==> src/rtl/fp32_issue_seq.sv <==
// Request-side sequencer for the pipelined FP32 product unit: issues indexed requests under FIFO credit
// and collects returns in order. Optional watchdog abort is enabled with `define FP32_ISSUE_TIMEOUT_EN.
module fp32_issue_seq #(
  parameter int FIFO_DEPTH = 8,
  parameter int TIMEOUT    = 64
) (
  input  logic        clk,
  input  logic        rst,
  input  logic        cmd_valid,
  output logic        cmd_ready,
  input  logic [31:0] cmd_base,
  input  logic [15:0] cmd_count,
  output logic        mul_start,
  output logic [31:0] mul_idx,
  input  logic        mul_ready,
  input  logic [31:0] mul_bits,
  output logic        res_valid,
  input  logic        res_ready,
  output logic [31:0] res_bits,
  output logic        res_last,
  output logic        busy,
  output logic        done,
  output logic        err,
  output logic [1:0]  dbg_state
);
  // Handshakes: cmd_* and res_* transfer on a rising edge where valid && ready are both high;
  // valid never waits on ready. mul_start/mul_ready are one-cycle strobes with no backpressure.
  localparam int AW = $clog2(FIFO_DEPTH);
  localparam int CW = AW + 1;
  localparam int SW = CW + 1;

  typedef enum logic [1:0] {
    S_IDLE  = 2'd0,
    S_ISSUE = 2'd1,
    S_DRAIN = 2'd2
  } state_t;

  state_t state, state_nxt;

  logic [31:0]   base_q;
  logic [15:0]   count_q;
  logic [15:0]   issued_q;
  logic [15:0]   returned_q;
  logic [CW-1:0] in_flight_q;
  logic [CW-1:0] fifo_count_q;
  logic [AW-1:0] wr_ptr_q;
  logic [AW-1:0] rd_ptr_q;
  logic [32:0]   mem [FIFO_DEPTH];
  logic [31:0]   hold_bits_q;

  logic          accept;
  logic          zero_cmd;
  logic          issue_now;
  logic          ret_ok;
  logic          push;
  logic          pop;
  logic          head_last;
  logic          last_tag;
  logic          last_pop;
  logic          abort;
  logic [SW-1:0] credit_used;

  assign accept      = (state == S_IDLE) && cmd_valid;
  assign zero_cmd    = accept && (cmd_count == 16'd0);
  assign credit_used = {1'b0, in_flight_q} + {1'b0, fifo_count_q};
  assign ret_ok      = mul_ready && (in_flight_q != '0);
  assign push        = ret_ok && !abort;
  assign pop         = res_valid && res_ready;
  assign head_last   = mem[rd_ptr_q][32];
  assign last_tag    = (returned_q == count_q - 16'd1);
  assign last_pop    = (state == S_DRAIN) && pop && head_last && (returned_q == count_q);

  // A request is only issued when a FIFO slot is already reserved for its return.
  always_comb begin
    issue_now = 1'b0;
    if (accept) begin
      issue_now = !zero_cmd;
    end else if ((state == S_ISSUE) && (issued_q != count_q) &&
                 (credit_used < SW'(FIFO_DEPTH))) begin
      issue_now = !abort;
    end
  end

`ifdef FP32_ISSUE_TIMEOUT_EN
  localparam int TW = $clog2(TIMEOUT + 1);
  logic [TW-1:0] wd_q;
  logic          err_q;

  assign abort = (in_flight_q != '0) && !mul_ready && (wd_q == TW'(TIMEOUT - 1));
  assign err   = err_q;

  always_ff @(posedge clk) begin
    if (rst) begin
      wd_q  <= '0;
      err_q <= 1'b0;
    end else begin
      if (accept) begin
        err_q <= 1'b0;
      end else if (abort) begin
        err_q <= 1'b1;
      end
      if (abort || accept || mul_ready || (in_flight_q == '0)) begin
        wd_q <= '0;
      end else begin
        wd_q <= wd_q + TW'(1);
      end
    end
  end
`else
  assign abort = 1'b0;
  assign err   = 1'b0;
`endif

  always_ff @(posedge clk) begin
    if (rst) begin
      state <= S_IDLE;
    end else begin
      state <= state_nxt;
    end
  end

  always_comb begin
    state_nxt = state;
    case (state)
      S_IDLE: begin
        if (accept && !zero_cmd) begin
          state_nxt = (cmd_count == 16'd1) ? S_DRAIN : S_ISSUE;
        end
      end
      S_ISSUE: begin
        if (abort) begin
          state_nxt = S_IDLE;
        end else if (issue_now && (issued_q + 16'd1 == count_q)) begin
          state_nxt = S_DRAIN;
        end
      end
      S_DRAIN: begin
        if (abort || last_pop) begin
          state_nxt = S_IDLE;
        end
      end
      default: state_nxt = S_IDLE;
    endcase
  end

  always_comb begin
    cmd_ready = (state == S_IDLE);
    busy      = (state != S_IDLE);
    dbg_state = state;
  end

  always_ff @(posedge clk) begin
    if (rst) begin
      base_q       <= '0;
      count_q      <= '0;
      issued_q     <= '0;
      returned_q   <= '0;
      in_flight_q  <= '0;
      fifo_count_q <= '0;
      wr_ptr_q     <= '0;
      rd_ptr_q     <= '0;
      hold_bits_q  <= '0;
      mul_start    <= 1'b0;
      mul_idx      <= '0;
      done         <= 1'b0;
    end else begin
      mul_start <= issue_now;
      done      <= zero_cmd || last_pop;
      if (issue_now) begin
        mul_idx <= accept ? cmd_base : base_q + {16'd0, issued_q};
      end
      if (accept) begin
        base_q     <= cmd_base;
        count_q    <= cmd_count;
        issued_q   <= issue_now ? 16'd1 : 16'd0;
        returned_q <= '0;
      end else begin
        if (issue_now) begin
          issued_q <= issued_q + 16'd1;
        end
        if (push) begin
          returned_q <= returned_q + 16'd1;
        end
      end
      // Abort drops everything outstanding; returns that still arrive see in_flight == 0.
      if (abort) begin
        in_flight_q  <= '0;
        fifo_count_q <= '0;
        rd_ptr_q     <= wr_ptr_q;
      end else begin
        in_flight_q  <= in_flight_q + CW'(issue_now) - CW'(ret_ok);
        fifo_count_q <= fifo_count_q + CW'(push) - CW'(pop);
        if (push) begin
          wr_ptr_q <= wr_ptr_q + AW'(1);
        end
        if (pop) begin
          rd_ptr_q    <= rd_ptr_q + AW'(1);
          hold_bits_q <= mem[rd_ptr_q][31:0];
        end
      end
    end
  end

  always_ff @(posedge clk) begin
    if (push) begin
      mem[wr_ptr_q] <= {last_tag, mul_bits};
    end
  end

  assign res_valid = (fifo_count_q != '0);
  assign res_bits  = res_valid ? mem[rd_ptr_q][31:0] : hold_bits_q;
  assign res_last  = res_valid && head_last;

endmodule
==> config.mk <==
export PLATFORM = sky130hd
export DESIGN_NAME = fp32_issue_seq
export DESIGN_NICKNAME = d
export VERILOG_FILES = /design/src/rtl/fp32_issue_seq.sv
export SDC_FILE = /design/constraint.sdc
export NUM_CORES = 1
export LEC_CHECK = 0
export BUFFER_PORTS_ARGS = -buffer_cell sky130_fd_sc_hd__buf_2
export CORE_AREA = 2 2 223 225
export CTS_BUF_LIST = sky130_fd_sc_hd__clkbuf_4 sky130_fd_sc_hd__clkbuf_8
export DETAILED_ROUTE_END_ITERATION = 8
export DIE_AREA = 0 0 225 227
export HOLD_SLACK_MARGIN = 0.05
export PLACE_DENSITY = 0.64
export RECOVER_POWER = 50
export SETUP_SLACK_MARGIN = 0.02
export SLEW_MARGIN = 20
export SYNTH_ARGS = -nofsm -noshare
export SYNTH_HDL_FRONTEND = slang
export SYNTH_SLANG_ARGS = --single-unit
==> constraint.sdc <==
create_clock -name clk -period 5.9 [get_ports clk]
set_input_delay 1.475 -clock clk [delete_from_list [all_inputs] [get_ports clk]]
set_output_delay 1.475 -clock clk [all_outputs]
set_load 0.01 [all_outputs]
==> results of run 1 <==
placed cells by master (no fill, tap or decap), types with 5 or more instances in the layout:
cell / netlist / final
clkbuf_1: 73 / 40
and3_1: 18 / 18
and4_1: 6 / 6
mux4_2: 66 / 66
xor2_1: 56 / 56
ha_1: 34 / 34
buf_4: 4 / 16
o211ai_1: 11 / 11
o22ai_1: 6 / 6
a31oi_1: 9 / 9
xnor2_1: 48 / 48
clkbuf_4: 0 / 25
nor4_1: 17 / 16
nor2_1: 160 / 157
nor3_1: 22 / 21
o21ai_0: 24 / 24
a21oi_1: 121 / 121
inv_1: 33 / 33
clkinv_2: 0 / 8
edfxtp_1: 264 / 264
a2111oi_0: 5 / 5
clkbuf_8: 0 / 90
buf_2: 16 / 121
nor2b_1: 5 / 5
nand3b_1: 7 / 7
nand4b_1: 5 / 5
nand4_1: 19 / 19
a21o_1: 7 / 7
a211oi_1: 39 / 39
and2_1: 7 / 5
a311oi_2: 9 / 9
nand2_1: 154 / 153
or3_1: 7 / 7
mux2i_1: 38 / 38
nand3_1: 26 / 26
nand2b_1: 13 / 12
dfxtp_1: 165 / 162
cells by family (layout without fill, tap and decap cells):
kind of cell / Yosys count / count (layout)
and+or+nand+nor: 486 / 486
DFF: 429 / 429
AOI/OAI and AO/OA: 270 / 270
buffers and inverters: 139 / 347
muxes: 111 / 111
xor gates and xnor gates: 104 / 104
adders and majority gates: 37 / 37
other: 1 / 2
worst max path at each step:
stage / depth (start not counted) / end / slack [ns]
finish: 5 / res_bits[10] / 1.30
global route: 5 / res_bits[11] / 1.03
CTS: 5 / res_bits[10] / 1.12
detailed placement: 13 / in_flight_q[3] / 1.14
global placement: 13 / in_flight_q[3] / 1.26
floorplan: 2 / mem[0][0] / 0.59
flip-flops by register name, indices dropped and copies added, names as in the netlist, 2 cells and up, named ones only:
name,count
mul_idx,32
mem,264
issued_q,16
count_q,16
hold_bits_q,32
fifo_count_q,4
dbg_state,2
wr_ptr_q,3
returned_q,16
base_q,32
rd_ptr_q,3
in_flight_q,4
stage by stage:
stage / setup slack (ns) / power (µW) / utilization (%) / cells / hold slack (ns)
CTS: 1.12 / 9060 / 45.7 / 2407 / 0.454
detailed placement: 1.14 / 6130 / 42.4 / 2273 / 0.447
global route: 1.03 / 9410 / 45.6 / 2408 / 0.471
finish: 1.30 / 8930 / 45.6 / 2408 / 0.459
global placement: 1.26 / 6080 / 42.4 / 2273 / 0.441
floorplan: 0.589 / 5360 / - / 1577 / 0.441
synth_stat cells, types with 9 or more instances:
library cell and instances:
inv_1 33, edfxtp_1 264, o21ai_0 24, a31oi_1 9
o211ai_1 11, nor3_1 22, and3_1 18, nand3_1 26
a311oi_2 9, ha_1 34, a21oi_1 121, nand2_1 154
xnor2_1 48, mux2i_1 38, a211oi_1 39, nor4_1 17
nor2_1 160, buf_2 16, nand2b_1 13, mux4_2 66
dfxtp_1 165, clkbuf_1 73, nand4_1 19, xor2_1 56
worst max-delay path, cell delays in order, from the launching register on:
cell and delay [ns]:
dfxtp_4 0.95, buf_4 0.40, mux4_2 0.53, mux2i_1 0.28
a21oi_1 0.12, buf_2 0.19
per-layer routing:
metal | GRT usage (%) | wire [µm] | vias up
li1 | - | - | 6163
met3 | 4.75 | 3160 | 72
met1 | 23.1 | 19700 | 6353
met5 | 0 | 0 | -
met4 | 5.51 | 892 | 0
met2 | 30.8 | 22600 | 382
area by class of cell:
type | count | area [µm²]
tap | 622 | 778
clock buffer | 115 | 1430
timing repair buffer | 178 | 881
multi-input combinational | 1009 | 7470
clock inverter | 19 | 201
sequential | 429 | 11200
inverter | 35 | 131
antenna | 1 | 2.50
fill | 4381 | 26400
power by group:
group          internal (µW)  total, µW  switching [µW]
logic                    980       2250            1270
clock network           1650       2890            1240
registers               3520       3780             268
==> run metrics, run 1 <==
outcome finished with violations; Max Transition Viols Final 332; Crit Path Class flip-flop to output pin; hold_sp mul_idx[1]; Pleak 0.00779 µW; post-DP HPWL 29600 µm; Routed WL 46300 µm; EDFF count, synth 264; Most used DFF post-synth edfxtp_1; initial antenna violation count 1; Hold EP mul_idx[1]; Worst Path Max Fanout 44; Synth Warn # 0; period utilization 77.9%; maxcap violations 8; post-synthesis instance total 1577; CTS sink count 429; die area 51100 µm²; Via-to-Cell Ratio 5.39; cts hold-fix bufs 0; reg-to-reg endpoint in_flight_q[3]; Worst R2R Start issued_q[2]; DRT Pass-1 Iters 5; vias in the first global route 12700; Mapped Area 19200 µm²; Post-CTS Resized 0; ANT nets after route 0; largest net degree at the start of global routing 69; Hold Path Class flip-flop to flip-flop; Max Buffers Root-to-Sink 3; min cycle time layout 4.60 ns; flop2flop setup slack 1.67 ns; power density cells 403 nW/µm²; Compound-Gate Fraction of Synth Area 9.24%; RSZ-0062 raised after global routing no; largest family of logic cells by synthesized area simple AND/OR/NAND/NOR gates; Peak supply drop 0.316 mV; Top Ports 158; syn avg cell area 12.2 µm²; CTS tree yes; Placed Area 20600 µm²; count of input and output buffers 156; via count 13000; CTS Buf Count 74; share of cells above drive strength 1 20.8%; gr ovfl total 0; failing checks max-capacitance violations, max-slew violations; setup TNS 0 ns; Yosys reg bits 429; Yosys top cell area share 41.2%; Slew @ Worst Pin 2.61 ns; Synth Net Count 1699; final setup fails 0; layout net count 1849; Slew headroom -74.1%; Synth cell types 76; clk_skew 0.0292 ns; initial core utilization 39.6%; Clock Latency Late Sink 0.66 ns; Synth area leaders edfxtp_1 (41%), dfxtp_1 (17%), mux4_2 (7.7%), a21oi_1 (3.1%), nor2_1 (3.1%); Horiz. Die Dim 225 µm; WL/cell 19.2 µm; Synth Area in Adders 2.52%; hold violation count in the final report 0; crit path DAT 3.12 ns; DRT iter0 DRCs 843; R2R depth 14; fraction of the mapped netlist area in simple logic gates 12.0%; post-synthesis mux area share 10.1%; critical path required time 4.43 ns; Core Rows 81; Async SR Flop Fraction 0%; CP startpoint kind flip-flop; most area-hungry cell type in the Yosys netlist edfxtp_1; Remaining DRCs 0; f_max 218 MHz; root buffer cell clkbuf_8; CORE AREA 48500 µm²; All-Layer GR Usage 18.2%; Worst-path clk slew 0.06 ns; Max H-tree Level 3; Die Y 227 µm; xor/xnor cell area share of the yosys netlist 4.73%; Area Overhead vs Synth 15.0%; Worst Hold Depth 2; sequential area share after synthesis 58.4%; Final Wtd Congestion 0.920; CP Capture Type output pin; Final Cell Area 22100 µm²; setup bufs post-CTS 0; first-pass GRT wire length 71400 µm
Note: power is estimated with default switching activity, not from simulation.
==> run 2: changes to the inputs <==
--- a/config.mk
+++ b/config.mk
@@ -11,7 +11,7 @@
 export DETAILED_ROUTE_END_ITERATION = 8
 export DIE_AREA = 0 0 225 227
 export HOLD_SLACK_MARGIN = 0.05
-export PLACE_DENSITY = 0.64
+export PLACE_DENSITY = 0.66
 export RECOVER_POWER = 50
 export SETUP_SLACK_MARGIN = 0.02
 export SLEW_MARGIN = 20
==> constraint.sdc (replaced) <==
create_clock -name clk -period 4.1 [get_ports clk]
set_input_delay 1.025 -clock clk [delete_from_list [all_inputs] [get_ports clk]]
set_output_delay 1.025 -clock clk [all_outputs]
set_load 0.01 [all_outputs]
==> run metrics, run 2 (synthesis results as in run 1) <==
outcome finished with violations (unchanged); failing checks max-capacitance violations, max-slew violations (unchanged); DRT iter0 DRCs 922 (was 843); count of input and output buffers 156 (unchanged); period utilization 91.8%; first-pass GRT wire length 71800 µm (was 71400 µm); Final Wtd Congestion 0.914 (was 0.920); ANT nets after route 0 (unchanged); die area 51100 µm² (unchanged); CP Capture Type output pin (unchanged); vias in the first global route 12800 (was 12700); WL/cell 19.4 µm (was 19.2 µm); clk_skew 0.0198 ns (was 0.0292 ns); root buffer cell clkbuf_8 (unchanged); Crit Path Class flip-flop to output pin (unchanged); Hold Path Class flip-flop to flip-flop (unchanged); Area Overhead vs Synth 14.7% (was 15.0%); layout net count 1854 (was 1849); Peak supply drop 0.502 mV (was 0.316 mV); Worst-path clk slew 0.06 ns (about the same); hold_ws 0.463 ns (was 0.459 ns); gr ovfl total 0 (unchanged); Clock Latency Late Sink 0.63 ns (was 0.66 ns); via count 13100 (was 13000); Post-CTS Resized 0 (unchanged); Max Transition Viols Final 47 (was 332); critical path required time 3.07 ns (was 4.43 ns); setup bufs post-CTS 0 (unchanged); Max Buffers Root-to-Sink 3 (unchanged); CORE AREA 48500 µm² (unchanged); min cycle time layout 3.76 ns; Top Ports 158 (unchanged); Remaining DRCs 0 (unchanged); Core Rows 81 (unchanged); DRT Pass-1 Iters 5 (unchanged); largest net degree at the start of global routing 70 (was 69); share of cells above drive strength 1 19.0% (was 20.8%); maxcap violations 1 (was 8); Top reg by flops mem (unchanged); f_max 266 MHz; Worst Path Max Fanout 19 (was 44); All-Layer GR Usage 18.2% (about the same); Die Y 227 µm (unchanged); RSZ-0062 raised after global routing no (unchanged); post-DP HPWL 30000 µm (was 29600 µm); CTS Buf Count 71 (was 74); Max H-tree Level 3 (unchanged); cts hold-fix bufs 0 (unchanged); CTS tree yes (unchanged); CP startpoint kind flip-flop (unchanged); Horiz. Die Dim 225 µm (unchanged); final setup fails 0 (unchanged); power density cells 567 nW/µm² (was 403 nW/µm²); hold violation count in the final report 0 (unchanged); most common cell after layout, fill and taps aside edfxtp_1 (unchanged); crit path DAT 2.74 ns (was 3.12 ns); # diodes 0 (was 1); setup TNS 0 ns (unchanged); leading cell types in the layout, fill and taps excluded edfxtp_1 (264), dfxtp_1 (162), nor2_1 (157) (unchanged); Slew @ Worst Pin 2.16 ns (was 2.61 ns); Pleak 0.00764 µW (was 0.00779 µW); CTS sink count 429 (unchanged); initial core utilization 39.6% (unchanged); Slew headroom -43.8% (was -74.1%); Via-to-Cell Ratio 5.42 (was 5.39); initial antenna violation count 3 (was 1); Routed WL 46600 µm (was 46300 µm); max reg flops 264 (unchanged)
## run 2: routing by layer
layer / vias up / share of wire (%) / GRT usage [%]
li1: 6174 / - / -
met1: 6361 / 43 / 23.7
met2: 428 / 47 / 30.0
met3: 84 / 6.5 / 4.26
met4: 6 / 2.6 / 6.60
met5: - / 0.099 / 0
## run 2: critical path, cell delays in order, from the launching register on
cell	delay [ns]
dfxtp_4	0.61
buf_4	0.36
mux4_2	0.55
mux2i_1	0.22
a21oi_1	0.15
buf_2	0.20
## run 2: per-stage QoR
| step | worst slack, ns | instance area, µm² | utilization (%) | power, µW | std cells |
|---|---|---|---|---|---|
| CTS | 0.211 | 22200 | 45.7 | 12700 | 2408 |
| finish | 0.337 | 22100 | 45.4 | 12500 | 2408 |
| global route | 0.0991 | 22100 | 45.4 | 13200 | 2408 |
| floorplan | 0.104 | 19300 | - | 7700 | 1577 |
| global placement | 0.491 | 20700 | 42.7 | 8800 | 2281 |
| detailed placement | 0.402 | 20700 | 42.7 | 8890 | 2281 |
## run 2: worst paths after layout
| path | startpoint | end | slack [ns] | cells after the start |
|---|---|---|---|---|
| max | flip-flop | res_bits[29] | 0.34 | 5 |
| min | base_q[2] | base_q[2] | 0.46 | 2 |
| max reg2reg | dbg_state[1] | mul_idx[16] | 0.47 | 8 |
| min reg2reg | base_q[2] | base_q[2] | 0.46 | 2 |
## run 2: cell type report
type / count / area, µm²
multi-input combinational: 1009 / 7490
sequential: 429 / 11200
timing repair buffer: 186 / 988
tap: 622 / 778
clock buffer: 108 / 1320
fill: 4418 / 26500
inverter: 35 / 131
clock inverter: 19 / 118
## run 2: where the power goes
part / total [µW] / internal (µW) / switching (µW)
clock: 3780 / 2070 / 1710
sequential: 5330 / 5040 / 287
combinational: 3410 / 1440 / 1970
total: 12500 / 8560 / 3960
==> run 3: changes to the inputs <==
--- a/config.mk
+++ b/config.mk
@@ -10,7 +10,6 @@
 export CTS_BUF_LIST = sky130_fd_sc_hd__clkbuf_4 sky130_fd_sc_hd__clkbuf_8
 export DETAILED_ROUTE_END_ITERATION = 8
 export DIE_AREA = 0 0 225 227
-export HOLD_SLACK_MARGIN = 0.05
 export PLACE_DENSITY = 0.66
 export RECOVER_POWER = 50
 export SETUP_SLACK_MARGIN = 0.02
==> constraint.sdc (replaced) <==
create_clock -name clk -period 4.1 [get_ports clk]
set_input_delay 0.41 -clock clk [delete_from_list [all_inputs] [get_ports clk]]
set_output_delay 0.41 -clock clk [all_outputs]
set_load 0.01 [all_outputs]
==> run metrics, run 3 (synthesis results as in run 1) <==
Worst-path clk slew 0.06 ns (about the same); CP Capture Type output pin (unchanged); DRT Pass-1 Iters 4 (was 5); Slew headroom 0.673% (was -43.8%); ANT nets after route 0 (unchanged); Final Cell Area 22200 µm² (was 22100 µm²); Peak supply drop 0.457 mV (was 0.502 mV); vias in the first global route 13200 (was 12800); count of non-filler cells in the finished layout 2427 (was 2408); Core Rows 81 (unchanged); WL/cell 19.3 µm (was 19.4 µm); Crit Path Class flip-flop to output pin (unchanged); most common cell after layout, fill and taps aside edfxtp_1 (unchanged); period utilization 81.0% (was 91.8%); Max H-tree Level 3 (unchanged); RSZ-0062 raised after global routing no (unchanged); clk_skew 0.0241 ns (was 0.0198 ns); count of input and output buffers 156 (unchanged); share of cells above drive strength 1 18.2% (was 19.0%); outcome finished with violations (unchanged); largest net degree at the start of global routing 68 (was 70); Final Wtd Congestion 0.891 (was 0.914); Via-to-Cell Ratio 5.42 (about the same); die area 51100 µm² (unchanged); f_max 301 MHz (was 266 MHz); final setup fails 0 (unchanged); hold_ws 0.0573 ns (was 0.463 ns); critical path required time 3.69 ns (was 3.07 ns); Worst R2R Start count_q[8] (was dbg_state[1]); CTS Buf Count 73 (was 71); All-Layer GR Usage 18.5% (was 18.2%); root buffer cell clkbuf_8 (unchanged); Max Transition Viols Final 0 (was 47); Top reg by flops mem (unchanged); initial antenna violation count 1 (was 3); max reg flops 264 (unchanged); post-DP HPWL 30000 µm (about the same); Die Y 227 µm (unchanged); setup TNS 0 ns (unchanged); failing checks max-capacitance violations (was max-capacitance violations, max-slew violations); CP startpoint kind flip-flop (unchanged); DRT iter0 DRCs 876 (was 922); CTS tree yes (unchanged); Tot Pwr 12600 µW (was 12500 µW); hold violation count in the final report 0 (unchanged); Routed WL 46700 µm (was 46600 µm); min cycle time layout 3.32 ns (was 3.76 ns); hold_sp cmd_base[28] (was base_q[2]); Clock Latency Late Sink 0.63 ns (about the same); CORE AREA 48500 µm² (unchanged); gr ovfl total 0 (unchanged); Max Buffers Root-to-Sink 3 (unchanged); layout net count 1871 (was 1854); initial core utilization 39.6% (unchanged); Hold Path Class input pin to flip-flop (was flip-flop to flip-flop); maxcap violations 1 (unchanged); Pleak 0.00769 µW (was 0.00764 µW); Placed Area 20600 µm² (was 20700 µm²); Horiz. Die Dim 225 µm (unchanged); Slew @ Worst Pin 1.49 ns (was 2.16 ns); crit path DAT 2.91 ns (was 2.74 ns); Remaining DRCs 0 (unchanged); CTS sink count 429 (unchanged); Top Ports 158 (unchanged); dpl cells 2275 (was 2281); Worst Path Max Fanout 30 (was 19); via count 13200 (was 13100); power density cells 565 nW/µm² (was 567 nW/µm²); leading cell types in the layout, fill and taps excluded edfxtp_1 (264), dfxtp_1 (162), nor2_1 (157) (unchanged); first-pass GRT wire length 73000 µm (was 71800 µm); Area Overhead vs Synth 15.4% (was 14.7%)
[run 3: changes by cell type in the layout (fill, tap and decap cells not counted), moves of 2 or more]
cell / before / now
buf_12: 6 / 1
inv_6: 1 / 3
buf_2: 87 / 85
clkbuf_4: 27 / 19
dlygate4sd3_1: 0 / 21
clkbuf_8: 81 / 85
nor3_2: 2 / 4
clkinv_1: 4 / 12
clkbuf_2: 1 / 3
inv_8: 3 / 0
clkinv_2: 9 / 7
[run 3: what timing repair did]
item	4_1_cts	5_1_grt
hold endpoints to repair	85	0
endpoints found under the setup margin	0	0
hold buffers	21	0
setup buffers	0	0
resized for setup	0	0
[run 3: final timing paths]
check / end / cells past startpoint / slack, ns
worst max-delay path: res_bits[30] / 5 / 0.78
worst min-delay path: base_q[28] / 3 / 0.06
worst max register to register: in_flight_q[2] / 13 / 0.80
worst min register to register: base_q[8] / 2 / 0.46
[run 3: critical path: stages, from the launching register on]
cell and delay [ns]:
dfxtp_4 0.76, buf_12 0.33, mux4_2 0.54, mux2i_1 0.32, a21oi_1 0.12, buf_2 0.17
[run 3: cell type report]
class                   count  area [µm²]
flip-flops and latches    429       11200
clock buffers             104        1310
multi-input cells        1009        7490
inverters                  35         131
clock inverters            26         168
diodes                      1        2.50
repair buffers            201        1090
well taps                 622         778
fillers                  4384       26300
[run 3: report_power, final]
| group | switching [µW] | total, µW | internal, µW |
|---|---|---|---|
| combinational | 1900 | 3330 | 1430 |
| sequential | 316 | 5360 | 5050 |
| clock | 1740 | 3870 | 2130 |
| total | 3950 | 12600 | 8610 |
[run 3: metrics by stage]
stage / worst slack [ns] / utilization [%]
4_1_cts: 0.619 / 46.0
3_5_place_dp: 0.780 / 42.5
5_1_grt: 0.535 / 45.7
2_1_floorplan: 0.179 / -
3_3_place_gp: 0.844 / 42.5
6_report: 0.780 / 45.8
[run 3: layer usage]
layer | vias up | routed length, µm | GRT usage (%)
met5 | - | 12 | 0
met4 | 2 | 1220 | 6.13
met3 | 86 | 3010 | 4.61
met2 | 399 | 22400 | 30.9
met1 | 6445 | 20100 | 23.4
li1 | 6218 | - | -
